===== src/rtl/bram_stream_reader_pkg.sv =====
// Shared types and default sizing for the BRAM burst reader.
// Imported by the reader top; the interface uses qualified defaults.
package bram_stream_reader_pkg;

  localparam int DATA_W_D     = 128;
  localparam int ADDR_W_D     = 10;
  localparam int RD_LAT_D     = 1;
  localparam int FIFO_DEPTH_D = 4;
  localparam int LEN_W_D      = 11;

  typedef enum logic [1:0] {
    IDLE,
    ISSUE,
    DRAIN
  } state_t;

  function automatic int cnt_w(int depth);
    return $clog2(depth) + 1;
  endfunction

endpackage


===== src/rtl/bram_stream_reader_if.sv =====
// Command, BRAM port-B and output stream signals of the reader.
// slave = reader side, master = environment side.
interface bram_stream_reader_if #(
  parameter int DATA_W = bram_stream_reader_pkg::DATA_W_D,
  parameter int ADDR_W = bram_stream_reader_pkg::ADDR_W_D,
  parameter int LEN_W  = bram_stream_reader_pkg::LEN_W_D
) ();

  logic              cmd_valid;
  logic              cmd_ready;
  logic [ADDR_W-1:0] cmd_base;
  logic [LEN_W-1:0]  cmd_len;
  logic              enb;
  logic [ADDR_W-1:0] addrb;
  logic [DATA_W-1:0] doutb;
  logic              out_valid;
  logic              out_ready;
  logic [DATA_W-1:0] out_data;
  logic              out_last;
  logic              busy;
  logic              done;

  modport slave (
    input  cmd_valid, cmd_base, cmd_len,
    input  doutb, out_ready,
    output cmd_ready, enb, addrb,
    output out_valid, out_data, out_last,
    output busy, done
  );

  modport master (
    output cmd_valid, cmd_base, cmd_len,
    output doutb, out_ready,
    input  cmd_ready, enb, addrb,
    input  out_valid, out_data, out_last,
    input  busy, done
  );

endinterface


===== src/rtl/bram_rd_fifo.sv =====
// Small synchronous FIFO holding {last, data} words from the BRAM.
// Head word is presented straight from the storage registers.
module bram_rd_fifo #(
  parameter int W     = 129,
  parameter int DEPTH = 4,
  parameter int CW    = $clog2(DEPTH) + 1
) (
  input  logic          clock,
  input  logic          reset,
  input  logic          wr_en,
  input  logic [W-1:0]  wr_data,
  input  logic          rd_en,
  output logic [W-1:0]  rd_data,
  output logic          rd_valid,
  output logic [CW-1:0] count
);

  localparam int PW = $clog2(DEPTH);

  logic [W-1:0]  mem [DEPTH];
  logic [PW-1:0] wp;
  logic [PW-1:0] rp;
  logic [CW-1:0] cnt;
  logic          rd_go;

  assign rd_valid = cnt != '0;
  assign rd_go    = rd_en && rd_valid;
  assign rd_data  = rd_valid ? mem[rp] : '0;
  assign count    = cnt;

  always_ff @(posedge clock) begin
    if (wr_en) mem[wp] <= wr_data;
  end

  always_ff @(posedge clock) begin
    if (reset) begin
      wp  <= '0;
      rp  <= '0;
      cnt <= '0;
    end else begin
      if (wr_en) wp <= wp + PW'(1);
      if (rd_go) rp <= rp + PW'(1);
      unique case ({wr_en, rd_go})
        2'b10:   cnt <= cnt + CW'(1);
        2'b01:   cnt <= cnt - CW'(1);
        default: cnt <= cnt;
      endcase
    end
  end

endmodule


===== src/rtl/bram_stream_reader.sv =====
// Burst reader for one BRAM read port: issues credited reads,
// absorbs the read latency and emits a valid/ready stream.
module bram_stream_reader
  import bram_stream_reader_pkg::*;
#(
  parameter int DATA_W     = DATA_W_D,
  parameter int ADDR_W     = ADDR_W_D,
  parameter int RD_LATENCY = RD_LAT_D,
  parameter int FIFO_DEPTH = FIFO_DEPTH_D,
  parameter int LEN_W      = LEN_W_D
) (
  input  logic clock,
  input  logic reset,
  bram_stream_reader_if.slave bus
);

  localparam int CW = cnt_w(FIFO_DEPTH);

  state_t state;
  state_t state_n;

  logic [ADDR_W-1:0]     cur;
  logic [LEN_W-1:0]      left;
  logic [CW-1:0]         in_flight;
  logic [CW-1:0]         fifo_cnt;
  logic [CW:0]           used;
  logic [RD_LATENCY-1:0] pv;
  logic [RD_LATENCY-1:0] pl;
  logic [DATA_W:0]       rd_word;
  logic                  hs;
  logic                  credit;
  logic                  issue;
  logic                  last_issue;
  logic                  last_pop;
  logic                  busy_q;
  logic                  done_q;

  assign bus.cmd_ready = (state == IDLE) && !reset;
  assign hs            = bus.cmd_valid && bus.cmd_ready;

  // Reads still in the latency pipe count against buffer space.
  assign used   = {1'b0, in_flight} + {1'b0, fifo_cnt};
  assign credit = used < (CW+1)'(FIFO_DEPTH);

  assign issue      = (state == ISSUE) && credit;
  assign last_issue = issue && (left == LEN_W'(1));
  assign last_pop   = bus.out_valid && bus.out_ready
                   && bus.out_last;

  assign bus.enb   = issue;
  assign bus.addrb = cur;
  assign bus.busy  = busy_q;
  assign bus.done  = done_q;
  assign {bus.out_last, bus.out_data} = rd_word;

  always_comb begin
    state_n = state;
    unique case (state)
      IDLE:  if (hs && bus.cmd_len != '0) state_n = ISSUE;
      ISSUE: if (last_issue) state_n = DRAIN;
      DRAIN: if (last_pop) state_n = IDLE;
      default: state_n = IDLE;
    endcase
  end

  always_ff @(posedge clock) begin
    if (reset) begin
      state     <= IDLE;
      cur       <= '0;
      left      <= '0;
      in_flight <= '0;
      pv        <= '0;
      pl        <= '0;
      busy_q    <= 1'b0;
      done_q    <= 1'b0;
    end else begin
      state <= state_n;
      if (hs) begin
        cur  <= bus.cmd_base;
        left <= bus.cmd_len;
      end else if (issue) begin
        cur  <= cur + ADDR_W'(1);
        left <= left - LEN_W'(1);
      end
      pv[0] <= issue;
      pl[0] <= last_issue;
      for (int i = 1; i < RD_LATENCY; i++) begin
        pv[i] <= pv[i-1];
        pl[i] <= pl[i-1];
      end
      unique case (1'b1)
        issue && !pv[RD_LATENCY-1]:
          in_flight <= in_flight + CW'(1);
        !issue && pv[RD_LATENCY-1]:
          in_flight <= in_flight - CW'(1);
        default: in_flight <= in_flight;
      endcase
      done_q <= (hs && bus.cmd_len == '0)
             || (state == DRAIN && last_pop);
      if (hs && bus.cmd_len != '0)
        busy_q <= 1'b1;
      else if (state == DRAIN && last_pop)
        busy_q <= 1'b0;
    end
  end

  bram_rd_fifo #(
    .W     (DATA_W + 1),
    .DEPTH (FIFO_DEPTH),
    .CW    (CW)
  ) u_fifo (
    .clock    (clock),
    .reset    (reset),
    .wr_en    (pv[RD_LATENCY-1]),
    .wr_data  ({pl[RD_LATENCY-1], bus.doutb}),
    .rd_en    (bus.out_ready),
    .rd_data  (rd_word),
    .rd_valid (bus.out_valid),
    .count    (fifo_cnt)
  );

endmodule

===== src/flat_wrapper.sv =====
// flat-port wrapper written by rule: the top's interface ports become plain ports
module bram_stream_reader_flat import bram_stream_reader_pkg::*;
#(
  parameter int DATA_W     = DATA_W_D,
  parameter int ADDR_W     = ADDR_W_D,
  parameter int RD_LATENCY = RD_LAT_D,
  parameter int FIFO_DEPTH = FIFO_DEPTH_D,
  parameter int LEN_W      = LEN_W_D
)
  (clock, reset, bus_cmd_valid, bus_cmd_base, bus_cmd_len, bus_doutb, bus_out_ready, bus_cmd_ready, bus_enb, bus_addrb, bus_out_valid, bus_out_data, bus_out_last, bus_busy, bus_done);
  bram_stream_reader_if #(.DATA_W(DATA_W), .ADDR_W(ADDR_W), .LEN_W(LEN_W)) bus_i ();
  input  logic clock;
  input  logic reset;
  input wire logic [$bits(bus_i.cmd_valid)-1:0] bus_cmd_valid;
  input wire logic [$bits(bus_i.cmd_base)-1:0] bus_cmd_base;
  input wire logic [$bits(bus_i.cmd_len)-1:0] bus_cmd_len;
  input wire logic [$bits(bus_i.doutb)-1:0] bus_doutb;
  input wire logic [$bits(bus_i.out_ready)-1:0] bus_out_ready;
  output wire logic [$bits(bus_i.cmd_ready)-1:0] bus_cmd_ready;
  output wire logic [$bits(bus_i.enb)-1:0] bus_enb;
  output wire logic [$bits(bus_i.addrb)-1:0] bus_addrb;
  output wire logic [$bits(bus_i.out_valid)-1:0] bus_out_valid;
  output wire logic [$bits(bus_i.out_data)-1:0] bus_out_data;
  output wire logic [$bits(bus_i.out_last)-1:0] bus_out_last;
  output wire logic [$bits(bus_i.busy)-1:0] bus_busy;
  output wire logic [$bits(bus_i.done)-1:0] bus_done;
  assign bus_i.cmd_valid = bus_cmd_valid;
  assign bus_i.cmd_base = bus_cmd_base;
  assign bus_i.cmd_len = bus_cmd_len;
  assign bus_i.doutb = bus_doutb;
  assign bus_i.out_ready = bus_out_ready;
  assign bus_cmd_ready = bus_i.cmd_ready;
  assign bus_enb = bus_i.enb;
  assign bus_addrb = bus_i.addrb;
  assign bus_out_valid = bus_i.out_valid;
  assign bus_out_data = bus_i.out_data;
  assign bus_out_last = bus_i.out_last;
  assign bus_busy = bus_i.busy;
  assign bus_done = bus_i.done;
  bram_stream_reader #(.DATA_W(DATA_W), .ADDR_W(ADDR_W), .RD_LATENCY(RD_LATENCY), .FIFO_DEPTH(FIFO_DEPTH), .LEN_W(LEN_W)) u_core (.clock(clock), .reset(reset), .bus(bus_i));
endmodule

===== config.mk =====
export PLATFORM = sky130hd
export DESIGN_NAME = bram_stream_reader_flat
export DESIGN_NICKNAME = d
export VERILOG_FILES = /design/src/rtl/bram_stream_reader_pkg.sv /design/src/rtl/bram_stream_reader_if.sv /design/src/rtl/bram_rd_fifo.sv /design/src/rtl/bram_stream_reader.sv /design/src/flat_wrapper.sv
export SDC_FILE = /design/constraint.sdc
export NUM_CORES = 1
export LEC_CHECK = 0
export ABC_AREA = 1
export ABC_CLOCK_PERIOD_IN_PS = 3400
export BUFFER_PORTS_ARGS = -buffer_cell sky130_fd_sc_hd__buf_2
export CORE_UTILIZATION = 40
export CTS_CLUSTER_SIZE = 30
export DETAILED_ROUTE_END_ITERATION = 10
export PLACE_DENSITY = 0.66
export SLEW_MARGIN = 10
export SYNTH_ARGS = -nofsm -noshare
export SYNTH_HDL_FRONTEND = slang
export SYNTH_SLANG_ARGS = --single-unit
export TNS_END_PERCENT = 5

===== constraint.sdc =====
create_clock -name clock -period 3.4 [get_ports clock]
set_input_delay 0.34 -clock clock [delete_from_list [all_inputs] [get_ports clock]]
set_output_delay 0.34 -clock clock [all_outputs]
set_load 0.1 [all_outputs]

==> flow_metrics.env <==
export IMPL_final_hold_viol_count=0
export IMPL_cts_root_buf="clkbuf_16"
export IMPL_crit_arrival_ns=2.86
export IMPL_via_per_inst=5.10
export IMPL_clock_fmax_mhz=312
export IMPL_cts_tree="done"
export IMPL_synthTopCellsByArea="edfxtp_1 70%, nor2_1 9.5%, o21ai_0 6.2%, a21oi_1 3.6%, dfxtp_1 3.5%"
export IMPL_drc_errors=0
export IMPL_seqPwrFrac=0.306
export IMPL_syn_avg_cell_area_sq_um=11.9
export IMPL_setup_tns_ns=0
export IMPL_slowest_delay_ns=0.49
export IMPL_cp_required_ns=3.06
export IMPL_pwr_share_clk=0.235
export IMPL_p_int_uw=12800
export IMPL_drive_above_1_share=0.180
export IMPL_multi_input_area_sq_um=5160
export IMPL_yosysWarningCount=0
export IMPL_max_slew_margin=0.411
export IMPL_power_leakage_uw=0.0101
export IMPL_clk_latency_ns=0.59
export IMPL_port_buffers=296
export IMPL_pre_cts_ws_ns=0.814
export IMPL_power_switching_uw=12600
export IMPL_ff_latch_area_sq_um=16300
export IMPL_clkSlewWorstSetupHoldPaths_ns=0.06
export IMPL_outcome="complete, no violations"
export IMPL_crit_slowest_cell="dfxtp_4"
export IMPL_dieArea_sq_um=56300
export IMPL_synth_seq_area_share=0.735
export IMPL_drv_slew=0
export IMPL_startpoint_type="flip-flop"
export IMPL_rsz0062_at_grt="no"
export IMPL_fillers=4652
export IMPL_yosysTopAreaCell="edfxtp_1"
export IMPL_powerDensity_nw_per_um2=928
export IMPL_core_region_area_sq_um=54200
export IMPL_antenna_left=0
export IMPL_mappedNetlistNets=2032
export IMPL_synth_cell_type_count=34
export IMPL_drt_iter0_markers=1042
export IMPL_peakVddDrop_v=0.00101
export IMPL_die_height_microns=237
export IMPL_num_vias=15300
export IMPL_power_uw=25400
export IMPL_tightestPinTransition_ns=0.883
export IMPL_hold_class="input port to flip-flop"
export IMPL_numCtsBuffers=57
export IMPL_grt_usage=0.187
export IMPL_nets=2429
export IMPL_whs_ns=0.0414
export IMPL_first_global_vias=15700
export IMPL_ys_seq_elements=555
export IMPL_fin_crit_ns=3.20
export IMPL_die_x_microns=237
export IMPL_fin_crit_sh=0.942
export IMPL_post_cts_resize_count=0
export IMPL_io_pins=297
export IMPL_cts_sinks=555
export IMPL_ctsHtreeMaxLevel=2
export IMPL_grt_pass1_wl_microns=83500
export IMPL_dp_hpwl_microns=28800
export IMPL_cap_viol_max_count=0
export IMPL_critPathCaptureType="output port"
export IMPL_routedWlPerCell_microns=17.8
export IMPL_clockBufferDepth=3
export IMPL_routabilityCongestion=0.786
export IMPL_yosysTopAreaCellShare=0.699
export IMPL_grt_ovfl_total=0
export IMPL_fin_util=0.506
export IMPL_netlist_area_sq_um=22200
export IMPL_cts_setup_buffers=0
export IMPL_drt_pre_antenna_iters=5
export IMPL_skew_ns=0.0226
export IMPL_sw_frac_of_total=0.495
export IMPL_crit_chain="inv_6 -> buf_4 -> o21ai_0 -> a21oi_1 -> buf_2"
export IMPL_combPwrFrac=0.459
export IMPL_setup_viol=0
export IMPL_drt_wl_total_microns=53500
export IMPL_synth_cells=1866
export IMPL_grt_max_degree=131
export IMPL_critPathKind="flip-flop to output port"
export IMPL_area_growth_pct=23.8
export IMPL_critPathMaxFanout=69
export IMPL_finalWorstSetupSlack_ns=0.197
export IMPL_antenna_found_initial=3
export IMPL_initial_core_util=0.408
export IMPL_rows=85
[cell families after synthesis]
| kind of cell | after synthesis | synth area share |
|---|---|---|
| buf+inv | 158 | 0.0328 |
| fa+ha+maj | 13 | 0.00802 |
| xor+xnor | 2 | 0.000791 |
| flops | 555 | 0.735 |
| compound gates | 442 | 0.101 |
| simple gates | 696 | 0.123 |
[registers in the layout (all words and copies together) (netlist names), named ones only]
register and flops:
u_core.u_fifo.wp 2, u_core.u_fifo.mem 516, u_core.in_flight 3, u_core.u_fifo.count 3
u_core.state 2, u_core.bus.busy 1, u_core.left 11, u_core.u_fifo.rp 2
u_core.bus.done 1, u_core.pl 1, u_core.pv 1, u_core.bus.addrb 10
[synth_stat cells (all sizes together)]
master and instances:
nor3b 1, inv 50, nand3 29, a211oi 2, nand3b 4, fa 2
nor3 5, o21ai 276, a21oi 160, or2 3, nor2 564, o211ai 2
xor2 2, ha 11, dfxtp 39, buf 66, nand4 1, edfxtp 516
clkbuf 42, nand2 89, a22oi 1, a31oi 1
[per-stage QoR]
| step | instances | cell area, sq um |
|---|---|---|
| floorplan | 1866 | 22200 |
| global placement | 2772 | 24400 |
| detailed placement | 2772 | 24400 |
| CTS | 2999 | 27400 |
| global route | 3002 | 27400 |
| finish | 3003 | 27400 |
[critical path, delay by kind of cell (launching register included)]
kind                   cells  cell delay (ns)
AO/OA/AOI/OAI              2             0.41
buffers and inverters      3             1.33
flip-flops                 1             0.49
[placed cells by master, fill, tap and decap left out, types with 2 or more instances in the layout]
master	n
inv_6	6
fa_1	2
buf_12	15
o21ai_0	275
o211ai_1	2
nand3_1	28
dfxtp_1	37
inv_2	2
xor2_1	2
nor2_1	561
nand3b_1	3
clkinv_2	9
ha_1	11
inv_1	42
clkbuf_1	10
clkbuf_16	57
edfxtp_1	516
or2_2	3
dfxtp_4	2
nor3_1	4
a211oi_2	2
buf_4	7
a21oi_1	160
nand2_1	89
clkinv_1	14
diode_2	4
dlygate4sd3_1	128
buf_2	296
bufinv_16	6
[what timing repair did]
item                                   CTS  global route
hold buffers                           128             0
endpoints found under the hold margin  512             0
setup endpoints to repair                0             0
[cell type report]
cell class,instances,share of cell area
antenna,4,0.000365
clock buffer,67,0.0534
clock inverter,32,0.0111
inverter,50,0.00780
multi-input combinational,1153,0.188
sequential,555,0.594
tap,696,0.0318
timing repair buffer,446,0.114
[final timing paths]
| check | end | depth (start not counted) | from | slack, ns |
|---|---|---|---|---|
| setup / recovery | bus_out_data[72] | 5 | flip-flop | 0.20 |
| hold / removal | u_core.left[3]$_SDFFE_PP0P_ | 3 | bus_cmd_len[3] | 0.04 |
| setup reg to reg | u_core.in_flight[2]$_SDFFE_PP0P_ | 10 | u_core.u_fifo.count[1]$_SDFFE_PP0P_ | 0.98 |
| hold reg to reg | flip-flop | 2 | u_core.u_fifo.rp[1]$_SDFFE_PP0N_ | 0.46 |
[power by group through the flow]
stage	Sequential, uW	Combinational (uW)	Clock [uW]
floorplan	7950	9480	0
finish	7790	11700	5970
global route	7810	12200	6370
global placement	7920	11500	0
CTS	7790	11700	6110
detailed placement	7940	11600	0
[layer usage]
layer  vias to the layer above  wire (microns)  track usage
met2                       471           26700        0.327
met5                         -               0            0
met1                      7430           21800        0.226
met4                         0            1400       0.0684
met3                        97            3590       0.0416
li1                       7329               -            -
Power figures use the tool's default switching activity.
